$ cat config.mk
export PLATFORM = sky130hd
export DESIGN_NAME = jtag_tap_core
export DESIGN_NICKNAME = d
export VERILOG_FILES = /design/src/rtl/jtag_tap_core.sv
export SDC_FILE = /design/constraint.sdc
export NUM_CORES = 1
export LEC_CHECK = 0
export CORE_MARGIN = 10
export CORE_UTILIZATION = 54
export DETAILED_ROUTE_END_ITERATION = 10
export GPL_TIMING_DRIVEN = 0
export PLACE_DENSITY = 0.86
export SETUP_SLACK_MARGIN = 0.4
export SYNTH_ARGS = -nofsm -noshare
export SYNTH_HDL_FRONTEND = slang
export SYNTH_SLANG_ARGS = --single-unit
$ cat constraint.sdc
create_clock -name TCK -period 1.8 [get_ports TCK]
set_clock_uncertainty 0.15 [all_clocks]
set_input_delay 0.18 -clock TCK [delete_from_list [all_inputs] [get_ports TCK]]
set_output_delay 0.18 -clock TCK [all_outputs]
set_load 0.005 [all_outputs]
$ cat src/rtl/jtag_tap_core.sv
// IEEE 1149.1-style TAP: 16-state controller, instruction register and
// BYPASS / IDCODE / user data registers with a capture/update user port.
module jtag_tap_core #(
    parameter int                  IR_WIDTH      = 4,
    parameter logic [31:0]         IDCODE_VALUE  = 32'h1234_5001,
    parameter int                  USER_DR_WIDTH = 8,
    parameter logic [IR_WIDTH-1:0] OPC_IDCODE    = IR_WIDTH'(1),
    parameter logic [IR_WIDTH-1:0] OPC_USER      = IR_WIDTH'(2)
) (
    input  logic                     TCK,
    input  logic                     TRST,
    input  logic                     TMS,
    input  logic                     TDI,
    output logic                     TDO,
    output logic                     TDO_EN,
    output logic [3:0]               STATE,
    output logic [IR_WIDTH-1:0]      IR_OUT,
    output logic                     USER_SEL,
    input  logic [USER_DR_WIDTH-1:0] USER_CAPTURE,
    output logic [USER_DR_WIDTH-1:0] USER_UPDATE,
    output logic                     USER_UPDATE_STB,
    output logic                     TLR,
    output logic                     RTI
);

    typedef enum logic [3:0] {
        ST_EX2DR = 4'h0, ST_EX1DR = 4'h1, ST_SHDR  = 4'h2, ST_PADR  = 4'h3,
        ST_SELIR = 4'h4, ST_UPDR  = 4'h5, ST_CAPDR = 4'h6, ST_SELDR = 4'h7,
        ST_EX2IR = 4'h8, ST_EX1IR = 4'h9, ST_SHIR  = 4'hA, ST_PAIR  = 4'hB,
        ST_RTI   = 4'hC, ST_UPIR  = 4'hD, ST_CAPIR = 4'hE, ST_TLR   = 4'hF
    } tap_state_e;

    tap_state_e                 state, state_nxt;
    logic [IR_WIDTH-1:0]        ir_sh, ir_reg;
    logic                       byp;
    logic [31:0]                id_sh;
    logic [USER_DR_WIDTH-1:0]   user_sh, user_upd;
    logic                       user_stb;
    logic                       sel_id, sel_user;

    // DR selection only changes at UPIR, so it is stable across any DR scan
    assign sel_id   = (ir_reg == OPC_IDCODE);
    assign sel_user = (ir_reg == OPC_USER) && !sel_id;

    always_ff @(posedge TCK) begin
        if (TRST) state <= ST_TLR;
        else      state <= state_nxt;
    end

    always_comb begin
        state_nxt = ST_TLR;
        unique case (state)
            ST_TLR:   state_nxt = TMS ? ST_TLR   : ST_RTI;
            ST_RTI:   state_nxt = TMS ? ST_SELDR : ST_RTI;
            ST_SELDR: state_nxt = TMS ? ST_SELIR : ST_CAPDR;
            ST_CAPDR: state_nxt = TMS ? ST_EX1DR : ST_SHDR;
            ST_SHDR:  state_nxt = TMS ? ST_EX1DR : ST_SHDR;
            ST_EX1DR: state_nxt = TMS ? ST_UPDR  : ST_PADR;
            ST_PADR:  state_nxt = TMS ? ST_EX2DR : ST_PADR;
            ST_EX2DR: state_nxt = TMS ? ST_UPDR  : ST_SHDR;
            ST_UPDR:  state_nxt = TMS ? ST_SELDR : ST_RTI;
            ST_SELIR: state_nxt = TMS ? ST_TLR   : ST_CAPIR;
            ST_CAPIR: state_nxt = TMS ? ST_EX1IR : ST_SHIR;
            ST_SHIR:  state_nxt = TMS ? ST_EX1IR : ST_SHIR;
            ST_EX1IR: state_nxt = TMS ? ST_UPIR  : ST_PAIR;
            ST_PAIR:  state_nxt = TMS ? ST_EX2IR : ST_PAIR;
            ST_EX2IR: state_nxt = TMS ? ST_UPIR  : ST_SHIR;
            ST_UPIR:  state_nxt = TMS ? ST_SELDR : ST_RTI;
            default:  state_nxt = ST_TLR;
        endcase
    end

    // Instruction path: capture 2'b01 pattern, shift LSB out, commit at UPIR
    always_ff @(posedge TCK) begin
        if (TRST) begin
            ir_sh  <= '0;
            ir_reg <= OPC_IDCODE;
        end else begin
            case (state)
                ST_TLR:   ir_reg <= OPC_IDCODE;
                ST_CAPIR: ir_sh  <= IR_WIDTH'(2'b01);
                ST_SHIR:  ir_sh  <= (ir_sh >> 1) | (IR_WIDTH'(TDI) << (IR_WIDTH - 1));
                ST_UPIR:  ir_reg <= ir_sh;
                default:  ;
            endcase
        end
    end

    // Data registers: only the selected one captures/shifts
    always_ff @(posedge TCK) begin
        if (TRST) begin
            byp     <= 1'b0;
            id_sh   <= '0;
            user_sh <= '0;
        end else if (state == ST_CAPDR) begin
            if (sel_id)        id_sh   <= IDCODE_VALUE;
            else if (sel_user) user_sh <= USER_CAPTURE;
            else               byp     <= 1'b0;
        end else if (state == ST_SHDR) begin
            if (sel_id)        id_sh   <= {TDI, id_sh[31:1]};
            else if (sel_user) user_sh <= (user_sh >> 1) |
                                          (USER_DR_WIDTH'(TDI) << (USER_DR_WIDTH - 1));
            else               byp     <= TDI;
        end
    end

    // Strobe is high for the single cycle following the UPDR edge
    always_ff @(posedge TCK) begin
        if (TRST) begin
            user_upd <= '0;
            user_stb <= 1'b0;
        end else begin
            user_stb <= 1'b0;
            if (state == ST_UPDR && sel_user) begin
                user_upd <= user_sh;
                user_stb <= 1'b1;
            end
        end
    end

    always_comb begin
        TDO    = 1'b0;
        TDO_EN = 1'b0;
        if (state == ST_SHIR) begin
            TDO    = ir_sh[0];
            TDO_EN = 1'b1;
        end else if (state == ST_SHDR) begin
            TDO_EN = 1'b1;
            if (sel_id)        TDO = id_sh[0];
            else if (sel_user) TDO = user_sh[0];
            else               TDO = byp;
        end
    end

    assign STATE           = state;
    assign IR_OUT          = ir_reg;
    assign USER_SEL        = sel_user;
    assign USER_UPDATE     = user_upd;
    assign USER_UPDATE_STB = user_stb;
    assign TLR             = (state == ST_TLR);
    assign RTI             = (state == ST_RTI);

endmodule

==> results of run 1 <==
## cell type report
cell class	count	area [um^2]
Clock buffer	14	183
Sequential cell	62	1270
Fill cell	226	646
Timing Repair Buffer	70	684
Tap cell	67	83.8
Multi-Input combinational cell	210	1560
Buffer	25	246
Clock inverter	2	37.5
Inverter	4	15.0
## layer usage
metal  share of wire (%)  wire (um)  global-route usage (%)
met5                   0          0                       0
met4                 4.2        441                    10.1
met3                 8.7        912                    6.48
met2                  50       5180                    35.9
met1                  37       3900                    22.8
## sequential cells by signal (all words and copies together), names as in the netlist
name / flops
id_sh: 32
USER_UPDATE: 8
user_sh: 8
IR_OUT: 4
STATE: 4
ir_sh: 4
USER_UPDATE_STB: 1
byp: 1
## stage by stage
stage          TNS, ps  hold WS (ps)
5_1_grt          -4550          54.5
3_3_place_gp      -275           288
6_report         -3050          49.6
3_5_place_dp      -376           297
4_1_cts           -219          30.4
2_1_floorplan        0           169
## kinds of logic (layout without fill, tap and decap cells)
logic type / count (synthesis) / in the layout / share of synthesized area [%]
AO/OA/AOI/OAI: 57 / 57 / 13.0
buffers and inverters: 29 / 115 / 5.91
flip-flops: 62 / 62 / 47.3
multiplexers: 15 / 15 / 5.72
AND/OR/NAND/NOR: 137 / 138 / 28.1
## power by group through the flow
stage | sequential [W] | clock, W | combinational, W
after floorplan | 0.00146 | 0 | 0.000241
after global placement | 0.00146 | 0 | 0.000366
after detailed placement | 0.00146 | 0 | 0.000369
after CTS | 0.00142 | 0.00134 | 0.000534
after global routing | 0.00143 | 0.00144 | 0.000718
final | 0.00143 | 0.00139 | 0.000701
## placed cells by master (no fill, tap or decap), types with 2 or more instances in the layout
master,count
mux2i_2,3
nand2_2,5
a211oi_2,6
mux2i_1,12
nand3_1,2
buf_2,6
a21oi_1,25
clkbuf_1,9
nor4bb_4,2
buf_6,23
inv_1,4
buf_8,5
a21oi_2,12
nor3_1,16
clkbuf_8,16
nand2_8,2
nand3b_1,24
buf_4,15
clkdlybuf4s15_1,3
nor3_4,4
clkbuf_16,3
nor3b_2,7
dfxtp_4,6
nor2_1,29
a211oi_1,4
clkbuf_2,5
nor4b_4,2
nor3_2,3
nand2_1,27
nor2_4,5
o21ai_1,3
nand3_2,2
dlygate4sd2_1,12
dfxtp_2,2
clkdlybuf4s50_1,10
dfxtp_1,54
## what timing repair did
item                                    4_1_cts  5_1_grt
pin swaps                                    15       19
gates resized for setup                     120       53
setup buffers                                23        9
endpoints found under the setup margin       84       68
cloned                                        7        0
## final timing paths
kind / start / to / slack (ps)
hold reg to reg: id_sh[16] / id_sh[16] / 310
hold / removal: TRST / STATE[0] / 50
setup reg to reg: IR_OUT[3] / id_sh[19] / -170
setup / recovery: IR_OUT[3] / id_sh[19] / -170
==> impl_metrics.py, run 1 <==
metrics = {
    "routing": {
        "drc": 0,
        "vias": 2786,
        "drt_first_pass_iters": 5,
        "first_iter_violations": 285,
        "routedWlPerCell_um": 23.0,
        "ant_nets": 0,
        "via_per_inst": 6.14,
        "routed_wl_um": 10400,
    },
    "placement": {
        "place_congestion": 0.772,
        "placed_area_um2": 3060,
        "numPortBuffers": 32,
        "dpl.hpwl_um": 4160,
        "dp_cells": 399,
        "dpl_worst_slack_ps": -239,
    },
    "worst_setup_path": {
        "rr_worst_depth": 7,
        "crit_slowest_cell": "or4b_4",
        "end_kind": "flip-flop",
        "critPathArrivalTime_ps": 2090,
        "path_depth": 7,
        "startpoint_type": "flip-flop",
        "path_buf_inv": 3,
        "crit_family": "simple AND/OR/NAND/NOR gates",
        "path_cells": "or4b_4 > buf_4 > nor2_4 > buf_12 > buf_6 > nand3b_1 > a21oi_2",
        "cp_max_fo": 8,
        "required_ps": 1930,
        "criticalPathCategory": "flip-flop to flip-flop",
        "critPathMaxStageDelay_ps": 530,
    },
    "final_layout": {
        "syn2layout_area_growth_pct": 55.3,
        "antenna_cells": 0,
        "utilization_pct": 86.3,
        "drive_gt1_share_pct": 37.5,
        "final-instance-count-excl-fill": 454,
        "fin_nets": 394,
        "fin_area_um2": 4080,
    },
    "synth": {
        "syn-cell-area_um2": 2630,
        "synth.area.top_cells": "dfxtp_1, a21oi_1, nand3b_1, mux2i_1, nor2_1",
        "yosysSeqAreaShare_pct": 47.3,
        "synth.most_common_cell": "dfxtp_1",
        "yosysWarnings": 0,
        "synth_cells": 300,
        "synthDominantCellAreaShare_pct": 47.3,
        "syn_area_per_cell_um2": 8.75,
        "synth_common_cells": "dfxtp_1, a21oi_1, nor2_1",
        "yosysUniqueCellTypes": 34,
        "synthFlopType": "dfxtp_1",
        "synth-edff-count": 0,
        "syn-num-nets": 312,
        "ys_seq_elements": 62,
        "ys_async_sr_fraction_pct": 0,
        "synth_top_area_cell": "dfxtp_1",
    },
    "hold_path": {
        "hold_path.class": "input port to flip-flop",
        "hold-path-cell-count": 2,
    },
    "sta": {
        "fin_crit_ps": 1970,
        "worstMarginPinSlew_ps": 634,
        "final-hold-violation-count": 0,
        "setup_viol": 33,
        "rsz0062_at_grt": "true",
        "final.setup.worst_slack_ps": -166,
        "worst_slew_margin_rel_pct": 57.7,
        "timing.final.crit_share_pct": 109,
        "maxSlewViolCount": 0,
        "fmax_mhz": 509,
    },
    "power_and_ir_drop": {
        "total_power_w": 0.00353,
        "power_frac_clock_pct": 39.5,
        "power_density_nw_per_um2": 865,
        "combPwrFrac_pct": 19.9,
        "p_int_w": 0.00253,
        "switchingPower_w": 0.000999,
        "switching_share_pct": 28.3,
        "power_leakage_nw": 1.60,
        "p_seq_share_pct": 40.6,
        "ir_worst_vdd_v": 0.000636,
    },
    "clocking": {
        "cts_root_buf": "clkbuf_8",
        "cts_buffer_depth": 2,
        "cts_tree": "yes",
        "clock-sinks": 62,
        "clock_latency_ps": 350,
        "cts_hold_buf": 0,
        "h-tree-depth": 3,
        "numCtsBuffers": 9,
        "clkTransAtPathRegs_ps": 70,
    },
    "global_route": {
        "track_usage_pct": 20.9,
        "antenna_found_initial": 0,
        "grt_max_degree": 11,
        "grt_pass1_wl_um": 13800,
        "grt_pass1_vias": 2693,
        "overflow": 0,
    },
    "flow_run": {
        "cap_violations": 0,
    },
    "floorplan": {
        "die_y_um": 89.7,
        "core_area_um2": 4720,
        "die_w_um": 89.7,
        "dieArea_um2": 8050,
        "io_pins": 34,
        "rows": 25,
        "start_util_pct": 55.6,
    },
    "run_status": {
        "outcome": "complete, but fails checks",
        "violations": "negative setup slack",
    },
}
No activity file was read; power rests on OpenSTA's default activity.
==> inputs of run 2 (changes only) <==
--- a/config.mk
+++ b/config.mk
@@ -8,7 +8,7 @@
 export CORE_MARGIN = 10
 export CORE_UTILIZATION = 54
 export DETAILED_ROUTE_END_ITERATION = 10
-export GPL_TIMING_DRIVEN = 0
+export GPL_TIMING_DRIVEN = 1
 export PLACE_DENSITY = 0.86
 export SETUP_SLACK_MARGIN = 0.4
 export SYNTH_ARGS = -nofsm -noshare
==> impl_metrics.py, run 2 (synthesized netlist as in run 1, its figures left out) <==
metrics = {
    "run_status": {
        "outcome": "complete, but fails checks",
        "violations": "negative setup slack",
    },
    "floorplan": {
        "dieArea_um2": 8050,
        "die_y_um": 89.7,
        "core_area_um2": 4720,
        "start_util_pct": 55.6,
        "io_pins": 34,
        "rows": 25,
        "die_w_um": 89.7,
    },
    "sta": {
        "rsz0062_at_grt": "true",
        "finalSetupTns_ps": -4540,
        "timing.final.crit_share_pct": 111,
        "fin_crit_ps": 2000,
        "final.setup.worst_slack_ps": -205,
        "worstMarginPinSlew_ps": 417,
        "fmax_mhz": 499,
        "maxSlewViolCount": 0,
        "setup_viol": 46,
        "whs_ps": 312,
        "final-hold-violation-count": 0,
        "worst_slew_margin_rel_pct": 72.2,
    },
    "global_route": {
        "grt_pass1_vias": 2732,
        "grt_max_degree": 33,
        "globalRoute.busiestLayer": "met2",
        "track_usage_pct": 21.1,
        "grt_pass1_wl_um": 13800,
        "antenna_found_initial": 0,
        "grtUsageMet1_pct": 21.6,
        "overflow": 0,
        "use_met2_pct": 38.0,
        "use_met3_pct": 6.15,
    },
    "final_layout": {
        "fin_nets": 397,
        "drive_gt1_share_pct": 44.1,
        "syn2layout_area_growth_pct": 63.8,
        "antenna_cells": 0,
        "largest-register": "id_sh",
        "final_cell_mix": "dfxtp_1, buf_6, nand2_1",
        "mostFrequentLayoutCell": "dfxtp_1",
        "largest_reg_flops": 32,
    },
    "worst_setup_path": {
        "criticalPathCategory": "flip-flop to flip-flop",
        "cp_max_fo": 8,
        "startpoint_type": "flip-flop",
        "required_ps": 1930,
        "end_kind": "flip-flop",
        "critPathArrivalTime_ps": 2130,
    },
    "routing": {
        "first_iter_violations": 349,
        "drc": 0,
        "routedWlPerCell_um": 24.7,
        "drt_first_pass_iters": 5,
        "via_per_inst": 6.48,
        "ant_nets": 0,
        "routed_wl_um": 11300,
        "vias": 2961,
    },
    "placement": {
        "place_congestion": 0.871,
        "dpl.hpwl_um": 3810,
        "numPortBuffers": 33,
    },
    "clocking": {
        "h-tree-depth": 3,
        "clock-sinks": 62,
        "cts_buffer_depth": 2,
        "numCtsBuffers": 9,
        "clkTransAtPathRegs_ps": 80,
        "cts_tree": "yes",
        "cts_root_buf": "clkbuf_8",
        "clock_latency_ps": 360,
    },
    "power_and_ir_drop": {
        "total_power_w": 0.00369,
        "ir_worst_vdd_v": 0.000632,
        "power_leakage_nw": 1.73,
        "power_density_nw_per_um2": 858,
    },
    "flow_run": {
        "cap_violations": 0,
    },
    "hold_path": {
        "hold_path.class": "flip-flop to flip-flop",
    },
}
## run 2: cell count changes in the layout (fill, tap and decap cells not counted), moves of 6 or more
cell / before / now
a21oi_2: 12 / 19
buf_6: 23 / 30
clkbuf_8: 16 / 10
a21oi_1: 25 / 18
clkbuf_1: 9 / 0
buf_4: 15 / 25
## run 2: routing by layer
metal | wire length, um | share of wire [%]
met3 | 953 | 8.4
met2 | 5500 | 49
met4 | 948 | 8.4
met5 | 0 | 0
met1 | 3890 | 34
## run 2: critical path: stages, from the launching register on
cell      delay, ps
dfxtp_2         340
buf_6           120
buf_8           130
or3b_4          430
nor2_4          150
buf_6           150
buf_16          140
nand3b_1        120
a21oi_1         180
## run 2: per-stage QoR
step           area [um^2]  worst slack (ps)  cells  utilization [%]
5_1_grt               4300              -253    457             91.0
3_3_place_gp          3090              -109    393             65.4
3_5_place_dp          3090              -126    393             65.4
6_report              4300              -205    457             91.0
2_1_floorplan         2660               212    300                -
4_1_cts               3880             -84.7    446             82.2
## run 2: area by class of cell
type / count / area, um^2
Clock inverter: 6 / 83.8
Inverter: 4 / 17.5
Sequential cell: 62 / 1260
Multi-Input combinational cell: 210 / 1640
Fill cell: 176 / 424
Clock buffer: 10 / 138
Timing Repair Buffer: 98 / 1080
Tap cell: 67 / 83.8
## run 2: final timing paths
path | start | endpoint | slack, ps | cells past startpoint
setup reg to reg | STATE[0] | id_sh[6] | -200 | 8
setup / recovery | STATE[0] | id_sh[6] | -200 | 8
hold reg to reg | id_sh[15] | id_sh[15] | 310 | 2
hold / removal | id_sh[15] | id_sh[15] | 310 | 2
## run 2: where the power goes
part	leakage [nW]	internal, W	switching (W)	total (W)
sequential	0.502	0.00140	0.0000287	0.00143
combinational	1.11	0.000427	0.000413	0.000840
clock	0.113	0.000813	0.000607	0.00142
## run 2: timing repair
action,CTS,global route
setup buffers,29,10
gates cloned,7,1
endpoints found under the setup margin,82,71
hold buffers,1,0
pin swaps,17,29
gates resized for setup,102,85
hold endpoints to repair,3,0
